==> src/rtl/alu_pkg.sv <==
// Shared ALU operation codes, execute-unit states and iteration constants.
// Imported by the ALU controller and by the execute unit.
package alu_pkg;

  localparam int ALU_DATA_WIDTH = 32;
  localparam int MUL_ITERS      = ALU_DATA_WIDTH;

  typedef enum logic [3:0] {
    OP_AND  = 4'b0000,
    OP_OR   = 4'b0001,
    OP_XOR  = 4'b0010,
    OP_ADD  = 4'b0011,
    OP_SUB  = 4'b0100,
    OP_EQ   = 4'b0101,
    OP_NE   = 4'b0110,
    OP_SLT  = 4'b0111,
    OP_SLL  = 4'b1000,
    OP_SRL  = 4'b1001,
    OP_SRA  = 4'b1010,
    OP_MUL  = 4'b1011,
    OP_RSV0 = 4'b1100,
    OP_RSV1 = 4'b1101,
    OP_RSV2 = 4'b1110,
    OP_RSV3 = 4'b1111
  } alu_op_e;

  typedef enum logic [1:0] {
    S_IDLE  = 2'd0,
    S_SHIFT = 2'd1,
    S_MUL   = 2'd2,
    S_DONE  = 2'd3
  } alu_state_e;

endpackage

==> src/rtl/alu_iter_core.sv <==
// Iterative datapath for one-bit-per-cycle shifts and shift-add multiply.
// done is high in the cycle whose clock edge completes the final iteration; result is valid then.
module alu_iter_core
  import alu_pkg::*;
#(
  parameter int DATA_WIDTH = ALU_DATA_WIDTH,
  parameter int ITERS      = MUL_ITERS,
  parameter int SHAMT_W    = $clog2(DATA_WIDTH)
) (
  input  logic                  clk,
  input  logic                  reset,
  input  logic                  start,
  input  logic                  flush,
  input  alu_op_e               kind,
  input  logic [DATA_WIDTH-1:0] a,
  input  logic [DATA_WIDTH-1:0] b,
  output logic                  done,
  output logic [DATA_WIDTH-1:0] result
);

  localparam int CNT_W = $clog2(ITERS + 1);

  alu_op_e               kind_q;
  logic [CNT_W-1:0]      cnt;
  logic [DATA_WIDTH-1:0] sreg;
  logic [DATA_WIDTH-1:0] mreg;
  logic [DATA_WIDTH-1:0] acc;
  logic [DATA_WIDTH-1:0] shifted;
  logic [DATA_WIDTH-1:0] acc_next;

  // For MUL, sreg holds the multiplicand and doubles every step.
  always_comb begin
    shifted = sreg << 1;
    case (kind_q)
      OP_SRL:  shifted = sreg >> 1;
      OP_SRA:  shifted = {sreg[DATA_WIDTH-1], sreg[DATA_WIDTH-1:1]};
      default: shifted = sreg << 1;
    endcase
  end

  assign acc_next = mreg[0] ? (acc + sreg) : acc;
  assign result   = (kind_q == OP_MUL) ? acc_next : shifted;
  assign done     = (cnt == CNT_W'(1));

  always_ff @(posedge clk or posedge reset) begin
    if (reset) begin
      kind_q <= OP_AND;
      cnt    <= '0;
      sreg   <= '0;
      mreg   <= '0;
      acc    <= '0;
    end else if (flush) begin
      cnt    <= '0;
      acc    <= '0;
    end else if (start) begin
      kind_q <= kind;
      cnt    <= (kind == OP_MUL) ? CNT_W'(ITERS) : CNT_W'(b[SHAMT_W-1:0]);
      sreg   <= a;
      mreg   <= b;
      acc    <= '0;
    end else if (cnt != '0) begin
      cnt    <= cnt - CNT_W'(1);
      sreg   <= shifted;
      mreg   <= mreg >> 1;
      acc    <= acc_next;
    end
  end

endmodule

==> src/rtl/alu_exec_unit.sv <==
// Execute-stage ALU: single-cycle logic/arith/compare ops plus iterative shifts and multiply.
//   state   | meaning
//   S_IDLE  | ready, no result pending
//   S_SHIFT | iterative shift in flight, not ready
//   S_MUL   | shift-add multiply in flight, not ready
//   S_DONE  | result presented for one cycle, ready for the next request
module alu_exec_unit
  import alu_pkg::*;
#(
  parameter int DATA_WIDTH = ALU_DATA_WIDTH,
  parameter int SHAMT_W    = $clog2(DATA_WIDTH)
) (
  input  logic                  clk,
  input  logic                  reset,
  input  logic                  in_valid,
  output logic                  in_ready,
  input  logic [3:0]            operation,
  input  logic [DATA_WIDTH-1:0] src_a,
  input  logic [DATA_WIDTH-1:0] src_b,
  input  logic                  flush,
  output logic                  out_valid,
  output logic [DATA_WIDTH-1:0] alu_result,
  output logic                  branch_taken,
  output logic                  op_illegal
);

  alu_op_e               op;
  alu_state_e            state;
  logic                  accept;
  logic                  is_shift_op;
  logic                  start_iter;
  logic                  iter_done;
  logic [SHAMT_W-1:0]    shamt;
  logic [DATA_WIDTH-1:0] comb_result;
  logic [DATA_WIDTH-1:0] iter_result;
  logic                  comb_branch;
  logic                  comb_illegal;

  assign op          = alu_op_e'(operation);
  assign shamt       = src_b[SHAMT_W-1:0];
  assign in_ready    = (state == S_IDLE) || (state == S_DONE);
  assign accept      = in_valid && in_ready && !flush;
  assign is_shift_op = (op == OP_SLL) || (op == OP_SRL) || (op == OP_SRA);
  // A zero-distance shift completes in one cycle like the plain ops.
  assign start_iter  = accept && ((is_shift_op && (shamt != '0)) || (op == OP_MUL));

  always_comb begin
    comb_result  = '0;
    comb_branch  = 1'b0;
    comb_illegal = 1'b0;
    case (op)
      OP_AND: comb_result = src_a & src_b;
      OP_OR:  comb_result = src_a | src_b;
      OP_XOR: comb_result = src_a ^ src_b;
      OP_ADD: comb_result = src_a + src_b;
      OP_SUB: comb_result = src_a - src_b;
      OP_EQ: begin
        comb_result = DATA_WIDTH'(src_a == src_b);
        comb_branch = comb_result[0];
      end
      OP_NE: begin
        comb_result = DATA_WIDTH'(src_a != src_b);
        comb_branch = comb_result[0];
      end
      OP_SLT: begin
        comb_result = DATA_WIDTH'($signed(src_a) < $signed(src_b));
        comb_branch = comb_result[0];
      end
      OP_SLL, OP_SRL, OP_SRA: comb_result = src_a;
      OP_MUL: comb_result = '0;
      default: comb_illegal = 1'b1;
    endcase
  end

  alu_iter_core #(
    .DATA_WIDTH (DATA_WIDTH),
    .ITERS      (DATA_WIDTH),
    .SHAMT_W    (SHAMT_W)
  ) u_iter (
    .clk    (clk),
    .reset  (reset),
    .start  (start_iter),
    .flush  (flush),
    .kind   (op),
    .a      (src_a),
    .b      (src_b),
    .done   (iter_done),
    .result (iter_result)
  );

  always_ff @(posedge clk or posedge reset) begin
    if (reset) begin
      state        <= S_IDLE;
      out_valid    <= 1'b0;
      alu_result   <= '0;
      branch_taken <= 1'b0;
      op_illegal   <= 1'b0;
    end else if (flush) begin
      state        <= S_IDLE;
      out_valid    <= 1'b0;
      op_illegal   <= 1'b0;
    end else begin
      case (state)
        S_IDLE, S_DONE: begin
          out_valid  <= 1'b0;
          op_illegal <= 1'b0;
          state      <= S_IDLE;
          if (accept) begin
            if (start_iter) begin
              state <= (op == OP_MUL) ? S_MUL : S_SHIFT;
            end else begin
              alu_result   <= comb_result;
              branch_taken <= comb_branch;
              op_illegal   <= comb_illegal;
              out_valid    <= 1'b1;
              state        <= S_DONE;
            end
          end
        end
        S_SHIFT, S_MUL: begin
          if (iter_done) begin
            alu_result   <= iter_result;
            branch_taken <= 1'b0;
            out_valid    <= 1'b1;
            state        <= S_DONE;
          end
        end
        default: state <= S_IDLE;
      endcase
    end
  end

endmodule

==> config.mk <==
export PLATFORM = sky130hd
export DESIGN_NAME = alu_exec_unit
export DESIGN_NICKNAME = d
export VERILOG_FILES = /design/src/rtl/alu_pkg.sv /design/src/rtl/alu_iter_core.sv /design/src/rtl/alu_exec_unit.sv
export SDC_FILE = /design/constraint.sdc
export NUM_CORES = 1
export LEC_CHECK = 0
export CAP_MARGIN = 5
export CELL_PAD_IN_SITES_DETAIL_PLACEMENT = 1
export CELL_PAD_IN_SITES_GLOBAL_PLACEMENT = 2
export CORE_ASPECT_RATIO = 0.8
export CORE_MARGIN = 1
export CORE_UTILIZATION = 36
export CTS_CLUSTER_SIZE = 16
export DETAILED_ROUTE_END_ITERATION = 8
export GPL_TIMING_DRIVEN = 1
export PLACE_DENSITY_LB_ADDON = 0.1
export SYNTH_ARGS = -nofsm -noshare
export SYNTH_HDL_FRONTEND = slang
export SYNTH_HIERARCHICAL = 1
export SYNTH_SLANG_ARGS = --single-unit
export TNS_END_PERCENT = 1
==> constraint.sdc <==
create_clock -name clk -period 5.01 [get_ports clk]
set_input_delay 1.002 -clock clk [delete_from_list [all_inputs] [get_ports clk]]
set_output_delay 1.002 -clock clk [all_outputs]
set_load 0.005 [all_outputs]
==> impl_metrics.sql, run 1 <==
INSERT INTO impl_metrics (metric_group, metric, value, unit) VALUES
('timing', 'max_clock_freq', '221', 'MHz'),
('worst_setup_path', 'start_kind', 'flop', ''),
('cells_and_area', 'regArea', '3580', 'µm²'),
('placed_design', 'gpl.final_weighted_congestion', '0.916', ''),
('worst_setup_path', 'worst-path-max-fanout', '3', ''),
('routing', 'route.detailed.wl_per_inst', '24.9', 'µm'),
('logic_synthesis', 'asyncSetResetFlopFracSynth', '1.00', ''),
('timing', 'setup_total_negative_slack', '0', 'ns'),
('routing', 'drt_pre_antenna_iters', '6', ''),
('floorplanning', 'core_area', '39400', 'µm²'),
('cells_and_area', 'layout.cells.most_common_list', 'sky130_fd_sc_hd__a21oi_1 (210), sky130_fd_sc_hd__nand2_1 (171), sky130_fd_sc_hd__nor2_1 (151), sky130_fd_sc_hd__dfrtp_1 (142), sky130_fd_sc_hd__ha_1 (141)', ''),
('timing', 'report.final.hold_viol_count', '0', ''),
('logic_synthesis', 'synth_cells', '1847', ''),
('routing', 'antenna_left', '0', ''),
('timing', 'fin_skew', '0.00685', 'ns'),
('logic_synthesis', 'synth.top_cell.area_share', '0.249', ''),
('timing', 'layout_min_cycle_time', '4.52', 'ns'),
('logic_synthesis', 'postSynthRegisterBits', '143', ''),
('power', 'total_power', '6.95', 'mW'),
('routing', 'num_vias', '14774', ''),
('cells_and_area', 'area_of_the_multi_input_gates', '9970', 'µm²'),
('worst_setup_path', 'timing.reg2reg.worst_path_depth', '19', ''),
('worst_setup_path', 'worst_setup_path_startpoint', 'u_iter/sreg[0]', ''),
('job', 'max_cap_violations', '0', ''),
('clock_network', 'clk_pin_slew', '0.07', 'ns'),
('clock_network', 'cts.repair_timing.setup_buffer_count', '0', ''),
('global_route', 'grt_remaining_overflow', '0', ''),
('logic_synthesis', 'synth_largest_area_cell', 'sky130_fd_sc_hd__dfrtp_1', ''),
('floorplanning', 'initial_utilization', '0.365', ''),
('cells_and_area', 'flow.area_growth_from_synthesis', '17.4', '%'),
('logic_synthesis', 'synth-seq-area-share', '0.249', ''),
('worst_setup_path', 'worstSetupPathType', 'reg2reg', ''),
('timing', 'worst_path_setup_slack_after_routing', '0.489', 'ns'),
('clock_network', 'worstSkewPairLatency', '0.47', 'ns'),
('cells_and_area', 'fraction_of_layout_instances_using_a_drive_strength_above_1', '0.0807', ''),
('timing', 'worst_hold_slack', '0.479', 'ns'),
('logic_synthesis', 'top_area_cells_in_the_synthesized_netlist', 'sky130_fd_sc_hd__dfrtp_1 (25%), sky130_fd_sc_hd__ha_1 (12%), sky130_fd_sc_hd__a21oi_1 (7.3%)', ''),
('logic_synthesis', 'synthesis.area_per_instance', '7.78', 'µm²'),
('clock_network', 'post_cts.resized_instances', '0', ''),
('timing', 'report.final.slew_viol_count', '0', ''),
('routing', 'post_drt_via_cell_ratio', '5.98', ''),
('cells_and_area', 'final_core_utilization', '0.429', ''),
('clock_network', 'htree_levels', '4', ''),
('routing', 'route.detailed.drc', '0', ''),
('power', 'power.leakage', '7.59', 'nW'),
('global_route', 'grt_first_pass_wirelength', '93.8', 'mm'),
('power', 'power-per-cell-area', '412', 'nW/µm²'),
('hold_path', 'holdCritStartpoint', 'u_iter/mreg[15]', ''),
('placed_design', 'io_buffers', '107', ''),
('timing', 'tightest_slew', '1.21', 'ns'),
('status', 'run_status', 'completed', ''),
('floorplanning', 'floorplan.die.width', '225', 'µm'),
('clock_network', 'clock-sinks', '143', ''),
('global_route', 'global_route_total_usage_across_every_layer', '0.305', ''),
('clock_network', 'cts_tree', 'done', ''),
('clock_network', 'clk_root_buffer_cell', 'sky130_fd_sc_hd__clkbuf_16', ''),
('routing', 'drt_first_iter_violations', '1088', ''),
('power', 'peakVddDrop', '0.000284', 'V'),
('logic_synthesis', 'syn_nets', '2063', ''),
('placed_design', 'pre_cts_slack', '0.275', 'ns'),
('cells_and_area', 'design.final.nets', '2135', ''),
('worst_setup_path', 'worstPathRequired', '5.36', 'ns'),
('floorplanning', 'ioPinCount', '108', ''),
('cells_and_area', 'layout.filler_cells', '4768', ''),
('clock_network', 'cts_made_buffers', '17', ''),
('cells_and_area', 'layout_commonest_cell', 'sky130_fd_sc_hd__a21oi_1', ''),
('floorplanning', 'rows', '65', ''),
('hold_path', 'holdCritPathClass', 'reg2reg', ''),
('global_route', 'antenna_violations_before_repair', '1', ''),
('timing', 'rsz0062_at_grt', 'false', ''),
('clock_network', 'clock_tree.buffer_depth', '2', '');
Yosys cell counts (all sizes together) (35+ instances only):
master,n
mux2i,71
a21o,35
clkbuf,103
ha,141
o21ai,154
nor2,152
a21oi,210
a22o,37
a211oi,42
inv,109
dfrtp,143
nor3,38
nand2,172
nand3,37
flip-flops by register name, summed over array words and instances, names as in the netlist, 2 cells and up:
signal	flops
alu_result	32
state	2
u_iter/acc	32
u_iter/cnt	6
u_iter/kind_q	4
u_iter/mreg	32
u_iter/sreg	32
path summary, 6_finish.rpt:
kind	to	slack (ns)
setup reg to reg	alu_result[30]	0.49
min in group asynchronous	alu_result[26]	0.90
hold reg to reg	u_iter/mreg[15]	0.48
setup / recovery	alu_result[30]	0.49
max in group asynchronous	u_iter/mreg[0]	3.09
hold / removal	u_iter/mreg[15]	0.48
layer usage:
metal	vias up	global-route usage	routed length [µm]	share of wire
met5	-	0	0	0
met2	404	0.487	28000	0.46
met3	69	0.0447	2810	0.046
met4	0	0.101	1710	0.028
met1	7416	0.420	28900	0.47
li1	6885	-	-	-
metrics by stage:
step / cell area, µm² / cells
finish: 16900 / 2469
global route: 16900 / 2468
CTS: 16900 / 2468
detailed placement: 16300 / 2436
global placement: 16300 / 2436
floorplan: 14400 / 1847
layout make-up:
cell class | instances | area share
diodes | 1 | 0.000148
clock buffers | 20 | 0.0271
clock inverters | 12 | 0.00875
inverters | 110 | 0.0246
multi-input cells | 1469 | 0.591
flip-flops and latches | 143 | 0.212
well taps | 536 | 0.0397
repair buffers | 178 | 0.0966
cells by family (layout without fill, tap and decap cells):
logic type,after synthesis,in the layout,share of synthesized area
flops,143,143,0.249
compound gates,694,694,0.320
simple gates,516,516,0.164
xor+xnor,40,40,0.0244
buf+inv,235,320,0.0630
mux,75,75,0.0526
other cells,0,1,0
fa+ha+maj,144,144,0.127
where the power goes:
group          total, mW  internal [mW]  leakage, nW  switching [mW]
combinational       3.60           1.35         5.40            2.25
sequential          1.97           1.55         1.90           0.423
clock               1.38          0.770        0.290           0.613
total               6.95           3.67         7.59            3.29
critical path: stages, from the launching register on:
cell,delay [ns]
sky130_fd_sc_hd__dfrtp_1,0.41
sky130_fd_sc_hd__ha_1,0.26
sky130_fd_sc_hd__fa_1,0.45
sky130_fd_sc_hd__a211oi_2,0.28
sky130_fd_sc_hd__o21ai_2,0.14
sky130_fd_sc_hd__a2111oi_4,0.40
sky130_fd_sc_hd__nor3_2,0.15
sky130_fd_sc_hd__o2111ai_2,0.23
sky130_fd_sc_hd__a31oi_2,0.17
sky130_fd_sc_hd__a211oi_2,0.33
sky130_fd_sc_hd__mux2i_1,0.26
sky130_fd_sc_hd__a211oi_2,0.09
sky130_fd_sc_hd__nand2_1,0.12
sky130_fd_sc_hd__o211ai_1,0.10
sky130_fd_sc_hd__a211oi_1,0.29
sky130_fd_sc_hd__nor2b_1,0.16
sky130_fd_sc_hd__o21ai_0,0.09
sky130_fd_sc_hd__a21o_1,0.17
sky130_fd_sc_hd__o21ai_0,0.19
sky130_fd_sc_hd__a21oi_1,0.09
Power figures use the tool's default switching activity.
==> run 2, diff against run 1 <==
--- a/config.mk
+++ b/config.mk
@@ -14,7 +14,7 @@
 export CTS_CLUSTER_SIZE = 16
 export DETAILED_ROUTE_END_ITERATION = 8
 export GPL_TIMING_DRIVEN = 1
-export PLACE_DENSITY_LB_ADDON = 0.1
+export PLACE_DENSITY_LB_ADDON = 0.3
 export SYNTH_ARGS = -nofsm -noshare
 export SYNTH_HDL_FRONTEND = slang
 export SYNTH_HIERARCHICAL = 1
==> run 2 against run 1 <==
Net effect: final area decreased by 0.18%; clock skew increased by 0.0074 ns; non-clock buffer count shrank 6; via count is 1.2% higher; worst setup slack got worse by 0.12 ns; clock-buffer cell count shrank 1; total power decreased by 0.44%; wire length shrank 1.4%; sequential power hardly changed; register-to-register slack worse by 0.12 ns; combinational power about the same; critical endpoint unchanged.
==> impl_metrics.sql, run 2 (synthesis results as in run 1) <==
INSERT INTO impl_metrics (metric_group, metric, value, unit) VALUES
('status', 'run_status', 'completed', ''),
('routing', 'route.detailed.drc', '0', ''),
('cells_and_area', 'layout.cells.most_common_list', 'sky130_fd_sc_hd__a21oi_1 (210), sky130_fd_sc_hd__nand2_1 (171), sky130_fd_sc_hd__nor2_1 (151), sky130_fd_sc_hd__dfrtp_1 (142), sky130_fd_sc_hd__ha_1 (141)', ''),
('timing', 'fin_skew', '0.0142', 'ns'),
('clock_network', 'cts_made_buffers', '17', ''),
('clock_network', 'htree_levels', '4', ''),
('floorplanning', 'fp.dieH', '181', 'µm'),
('routing', 'num_vias', '14952', ''),
('clock_network', 'cts_tree', 'done', ''),
('clock_network', 'clock_tree.buffer_depth', '2', ''),
('worst_setup_path', 'worstPathRequired', '5.35', 'ns'),
('cells_and_area', 'final_core_utilization', '0.428', ''),
('cells_and_area', 'fraction_of_layout_instances_using_a_drive_strength_above_1', '0.0784', ''),
('timing', 'report.final.slew_viol_count', '0', ''),
('worst_setup_path', 'worst-path-max-fanout', '3', ''),
('timing', 'final_min_period_over_clock_period', '0.926', ''),
('global_route', 'grt_first_pass_wirelength', '92.7', 'mm'),
('timing', 'max_clock_freq', '215', 'MHz'),
('floorplanning', 'rows', '65', ''),
('clock_network', 'worstSkewPairLatency', '0.46', 'ns'),
('hold_path', 'holdCritPathClass', 'reg2reg', ''),
('global_route', 'grt_remaining_overflow', '0', ''),
('routing', 'drt_first_iter_violations', '1232', ''),
('floorplanning', 'die-area', '40700', 'µm²'),
('routing', 'route.detailed.wl_per_inst', '24.6', 'µm'),
('timing', 'maxSlewHeadroom', '0.223', ''),
('clock_network', 'post_cts.resized_instances', '0', ''),
('routing', 'postRouteWirelength', '60.6', 'mm'),
('global_route', 'antenna_violations_before_repair', '1', ''),
('worst_setup_path', 'start_kind', 'flop', ''),
('worst_setup_path', 'worst_ep_arrival_time', '4.98', 'ns'),
('floorplanning', 'floorplan.die.width', '225', 'µm'),
('job', 'max_cap_violations', '0', ''),
('timing', 'finalSetupViolations', '0', ''),
('timing', 'layout_min_cycle_time', '4.64', 'ns'),
('clock_network', 'cts.repair_timing.setup_buffer_count', '0', ''),
('hold_path', 'holdCritStartpoint', 'u_iter/kind_q[3]', ''),
('timing', 'rsz0062_at_grt', 'false', ''),
('worst_setup_path', 'crit_path_end_kind', 'flop', ''),
('cells_and_area', 'flow.area_growth_from_synthesis', '17.2', '%'),
('floorplanning', 'core_area', '39400', 'µm²'),
('clock_network', 'clk_pin_slew', '0.07', 'ns'),
('placed_design', 'io_buffers', '107', ''),
('cells_and_area', 'design.final.nets', '2129', ''),
('worst_setup_path', 'worstReg2RegStart', 'u_iter/sreg[0]', ''),
('clock_network', 'postCtsHoldBufs', '0', ''),
('cells_and_area', 'insertedDiodeCount', '0', ''),
('timing', 'tightest_slew', '1.16', 'ns'),
('power', 'power.leakage', '7.57', 'nW'),
('routing', 'antenna_left', '0', ''),
('routing', 'post_drt_via_cell_ratio', '6.07', ''),
('power', 'power-per-cell-area', '411', 'nW/µm²'),
('clock_network', 'clock-sinks', '143', ''),
('global_route', 'grt_start_max_net_pins', '127', ''),
('timing', 'worst_hold_slack', '0.480', 'ns'),
('timing', 'report.final.hold_viol_count', '0', ''),
('worst_setup_path', 'worst_setup_path_startpoint', 'u_iter/sreg[0]', ''),
('timing', 'setup_total_negative_slack', '0', 'ns'),
('floorplanning', 'ioPinCount', '108', ''),
('placed_design', 'gpl.final_weighted_congestion', '0.954', ''),
('power', 'peakVddDrop', '0.000283', 'V'),
('clock_network', 'clk_root_buffer_cell', 'sky130_fd_sc_hd__clkbuf_16', ''),
('global_route', 'number_of_global_route_vias_before_repair', '15064', ''),
('cells_and_area', 'layout_commonest_cell', 'sky130_fd_sc_hd__a21oi_1', ''),
('worst_setup_path', 'worstSetupPathType', 'reg2reg', ''),
('floorplanning', 'initial_utilization', '0.365', ''),
('global_route', 'global_route_total_usage_across_every_layer', '0.298', ''),
('cells_and_area', 'layout.filler_cells', '4866', ''),
('routing', 'drt_pre_antenna_iters', '7', ''),
('placed_design', 'detailed_place_hpwl', '45.2', 'mm');
[run 2: cell types whose count changed in the layout (fill, tap and decap cells not counted), sizes merged]
cell	change
inv	+3
bufinv	-1
diode	-1
clkbuf	-1
clkinvlp	-1
buf	-6
[run 2: worst paths after layout]
path / end / slack, ns / depth (start not counted)
worst min-delay path: u_iter/kind_q[3] / 0.48 / 2
max in group asynchronous: alu_result[7] / 3.08 / 3
min in group asynchronous: u_iter/sreg[23] / 1.02 / 2
worst max register to register: alu_result[30] / 0.37 / 19
worst max-delay path: alu_result[30] / 0.37 / 19
worst min register to register: u_iter/kind_q[3] / 0.48 / 2
[run 2: layout make-up]
type / count / area, µm² / share of cell area
multi-input combinational: 1469 / 9970 / 0.592
sequential: 143 / 3580 / 0.213
inverter: 110 / 415 / 0.0247
clock inverter: 13 / 144 / 0.00854
tap: 536 / 671 / 0.0398
clock buffer: 19 / 453 / 0.0269
timing repair buffer: 172 / 1610 / 0.0955
[run 2: layer usage]
metal,up-vias,track usage,share of wire
met5,-,0,0
met4,0,0.106,0.031
met3,79,0.0415,0.054
met2,493,0.463,0.45
met1,7498,0.420,0.47
li1,6882,-,-
[run 2: critical path, cell delays in order (launching register included)]
cell and delay [ns]:
sky130_fd_sc_hd__dfrtp_1 0.42, sky130_fd_sc_hd__ha_1 0.28, sky130_fd_sc_hd__fa_1 0.46, sky130_fd_sc_hd__a211oi_2 0.26, sky130_fd_sc_hd__o21ai_2 0.14, sky130_fd_sc_hd__a2111oi_4 0.48, sky130_fd_sc_hd__nor3_2 0.16, sky130_fd_sc_hd__o2111ai_2 0.24
sky130_fd_sc_hd__a31oi_2 0.17, sky130_fd_sc_hd__a211oi_2 0.36, sky130_fd_sc_hd__mux2i_1 0.28, sky130_fd_sc_hd__a211oi_2 0.09, sky130_fd_sc_hd__nand2_1 0.11, sky130_fd_sc_hd__o211ai_1 0.09, sky130_fd_sc_hd__a211oi_1 0.29, sky130_fd_sc_hd__nor2b_1 0.16
sky130_fd_sc_hd__o21ai_0 0.10, sky130_fd_sc_hd__a21o_1 0.18, sky130_fd_sc_hd__o21ai_0 0.16, sky130_fd_sc_hd__a21oi_1 0.08
[run 2: metrics by stage]
| step | std cells | setup WS [ns] | instance area (µm²) | power [mW] |
|---|---|---|---|---|
| floorplan | 1847 | 1.21 | 14400 | 4.05 |
| global placement | 2430 | 0.139 | 16200 | 5.42 |
| detailed placement | 2430 | 0.0809 | 16200 | 5.51 |
| CTS | 2462 | 0.384 | 16800 | 6.92 |
| global route | 2462 | 0.0748 | 16800 | 7.36 |
| finish | 2462 | 0.369 | 16800 | 6.92 |
[run 2: report_power, final]
part           total [mW]  switching (mW)  leakage, nW  internal, mW
sequential           1.95           0.404         1.90          1.55
clock                1.38           0.647        0.292         0.732
combinational        3.59            2.24         5.38          1.35
total                6.92            3.29         7.57          3.63
==> run 3, diff against run 2 <==
--- a/config.mk
+++ b/config.mk
@@ -13,6 +13,7 @@
 export CORE_UTILIZATION = 36
 export CTS_CLUSTER_SIZE = 16
 export DETAILED_ROUTE_END_ITERATION = 8
+export GPL_ROUTABILITY_DRIVEN = 0
 export GPL_TIMING_DRIVEN = 1
 export PLACE_DENSITY_LB_ADDON = 0.3
 export SYNTH_ARGS = -nofsm -noshare
==> run 3 against run 2 <==
Net effect: combinational power about the same; clock power down 3%; sequential power about the same; non-clock buffer count down 8; final cell count down 0.28%; sequential share of layout area up 0.070 points; global-route usage down 0.11 points; register-to-register slack about the same; hold slack better by 0.0020 ns; sequential cell count unchanged; via count down 0.13%; final area down 0.33%; critical endpoint unchanged; largest cell class unchanged; highest routed layer unchanged.
==> impl_metrics.sql, run 3 (synthesis results as in run 1) <==
INSERT INTO impl_metrics (metric_group, metric, value, unit) VALUES
('status', 'run_status', 'completed', ''),
('floorplanning', 'rows', '65', ''),
('routing', 'route.detailed.wl_per_inst', '24.5', 'µm'),
('cells_and_area', 'final_core_utilization', '0.426', ''),
('global_route', 'antenna_violations_before_repair', '1', ''),
('timing', 'report.final.slew_viol_count', '0', ''),
('worst_setup_path', 'worst-path-max-fanout', '3', ''),
('clock_network', 'cts.repair_timing.setup_buffer_count', '0', ''),
('global_route', 'grt_remaining_overflow', '0', ''),
('global_route', 'number_of_global_route_vias_before_repair', '15044', ''),
('worst_setup_path', 'worstSetupPathType', 'reg2reg', ''),
('clock_network', 'postCtsHoldBufs', '0', ''),
('routing', 'drt_pre_antenna_iters', '5', ''),
('timing', 'maxSlewHeadroom', '0.321', ''),
('clock_network', 'htree_levels', '4', ''),
('power', 'power.leakage', '7.53', 'nW'),
('placed_design', 'placed_cells', '2422', ''),
('timing', 'layout_min_cycle_time', '4.64', 'ns'),
('timing', 'report.final.hold_viol_count', '0', ''),
('timing', 'max_clock_freq', '215', 'MHz'),
('worst_setup_path', 'worst_ep_arrival_time', '4.99', 'ns'),
('cells_and_area', 'layout.cells.most_common_list', 'sky130_fd_sc_hd__a21oi_1 (210), sky130_fd_sc_hd__nand2_1 (171), sky130_fd_sc_hd__nor2_1 (151), sky130_fd_sc_hd__dfrtp_1 (142), sky130_fd_sc_hd__ha_1 (141)', ''),
('power', 'total_power', '6.94', 'mW'),
('worst_setup_path', 'start_kind', 'flop', ''),
('clock_network', 'clk_root_buffer_cell', 'sky130_fd_sc_hd__clkbuf_16', ''),
('routing', 'num_vias', '14933', ''),
('routing', 'post_drt_via_cell_ratio', '6.08', ''),
('clock_network', 'cts_tree', 'done', ''),
('timing', 'fin_skew', '0.0123', 'ns'),
('floorplanning', 'ioPinCount', '108', ''),
('global_route', 'grt_first_pass_wirelength', '92.1', 'mm'),
('floorplanning', 'initial_utilization', '0.365', ''),
('clock_network', 'clock-sinks', '143', ''),
('power', 'power-per-cell-area', '413', 'nW/µm²'),
('routing', 'antenna_left', '0', ''),
('worst_setup_path', 'worstPathRequired', '5.36', 'ns'),
('clock_network', 'worstSkewPairLatency', '0.47', 'ns'),
('timing', 'setup_total_negative_slack', '0', 'ns'),
('global_route', 'global_route_total_usage_across_every_layer', '0.297', ''),
('cells_and_area', 'fraction_of_layout_instances_using_a_drive_strength_above_1', '0.0746', ''),
('worst_setup_path', 'crit_path_end_kind', 'flop', ''),
('placed_design', 'io_buffers', '107', ''),
('clock_network', 'clock_tree.buffer_depth', '2', ''),
('timing', 'rsz0062_at_grt', 'false', ''),
('cells_and_area', 'flow.area_growth_from_synthesis', '16.8', '%'),
('clock_network', 'post_cts.resized_instances', '0', ''),
('placed_design', 'place_area', '16200', 'µm²'),
('routing', 'postRouteWirelength', '60.2', 'mm'),
('job', 'max_cap_violations', '0', ''),
('cells_and_area', 'layout.cells.non_filler', '2455', ''),
('global_route', 'grt_start_max_net_pins', '75', ''),
('routing', 'route.detailed.drc', '0', ''),
('cells_and_area', 'fin_area', '16800', 'µm²'),
('placed_design', 'pre_cts_slack', '0.237', 'ns'),
('routing', 'drt_first_iter_violations', '1252', ''),
('timing', 'finalSetupViolations', '0', ''),
('floorplanning', 'core_area', '39400', 'µm²'),
('cells_and_area', 'design.final.nets', '2121', ''),
('floorplanning', 'die-area', '40700', 'µm²'),
('timing', 'final_min_period_over_clock_period', '0.927', ''),
('floorplanning', 'floorplan.die.width', '225', 'µm'),
('clock_network', 'clk_pin_slew', '0.07', 'ns'),
('clock_network', 'cts_made_buffers', '17', ''),
('placed_design', 'detailed_place_hpwl', '45.2', 'mm'),
('hold_path', 'holdCritPathClass', 'reg2reg', ''),
('floorplanning', 'fp.dieH', '181', 'µm'),
('timing', 'worst_path_setup_slack_after_routing', '0.366', 'ns'),
('cells_and_area', 'layout_commonest_cell', 'sky130_fd_sc_hd__a21oi_1', ''),
('timing', 'worst_hold_slack', '0.482', 'ns'),
('power', 'peakVddDrop', '0.000279', 'V'),
('timing', 'tightest_slew', '1.02', 'ns');
[run 3: metal layers]
layer / vias to the layer above / share of wire / global-route usage
met5: - / 0 / 0
met4: 0 / 0.037 / 0.118
met3: 103 / 0.052 / 0.0436
met2: 479 / 0.44 / 0.461
met1: 7500 / 0.47 / 0.413
li1: 6851 / - / -
[run 3: path summary, 6_finish.rpt]
path	start	end	slack (ns)	cells past startpoint
worst max-delay path	u_iter/sreg[0]	alu_result[30]	0.37	19
worst min-delay path	u_iter/kind_q[3]	u_iter/kind_q[3]	0.48	2
worst max register to register	u_iter/sreg[0]	alu_result[30]	0.37	19
worst min register to register	u_iter/kind_q[3]	u_iter/kind_q[3]	0.48	2
max in group asynchronous	reset	u_iter/mreg[0]	3.13	3
min in group asynchronous	reset	u_iter/acc[24]	1.05	2
[run 3: critical path: stages, from the launching register on]
cell and delay (ns):
sky130_fd_sc_hd__dfrtp_1 0.41, sky130_fd_sc_hd__ha_1 0.26, sky130_fd_sc_hd__fa_1 0.44, sky130_fd_sc_hd__a211oi_2 0.28, sky130_fd_sc_hd__o21ai_2 0.15, sky130_fd_sc_hd__a2111oi_4 0.48
sky130_fd_sc_hd__nor3_2 0.16, sky130_fd_sc_hd__o2111ai_2 0.26, sky130_fd_sc_hd__a31oi_2 0.18, sky130_fd_sc_hd__a211oi_2 0.32, sky130_fd_sc_hd__mux2i_1 0.27, sky130_fd_sc_hd__a211oi_2 0.09
sky130_fd_sc_hd__nand2_1 0.13, sky130_fd_sc_hd__o211ai_1 0.09, sky130_fd_sc_hd__a211oi_1 0.28, sky130_fd_sc_hd__nor2b_1 0.17, sky130_fd_sc_hd__o21ai_0 0.11, sky130_fd_sc_hd__a21o_1 0.18
sky130_fd_sc_hd__o21ai_0 0.17, sky130_fd_sc_hd__a21oi_1 0.08
[run 3: final cells by class]
cell class	count	area [µm²]
Antenna cell	1	2.50
Clock buffer	18	439
Clock inverter	14	135
Fill cell	4807	22600
Inverter	110	415
Multi-Input combinational cell	1469	9970
Sequential cell	143	3580
Tap cell	536	671
Timing Repair Buffer	164	1570
[run 3: where the power goes]
group | internal (mW) | switching, mW
clock | 0.677 | 0.666
combinational | 1.36 | 2.26
sequential | 1.55 | 0.422
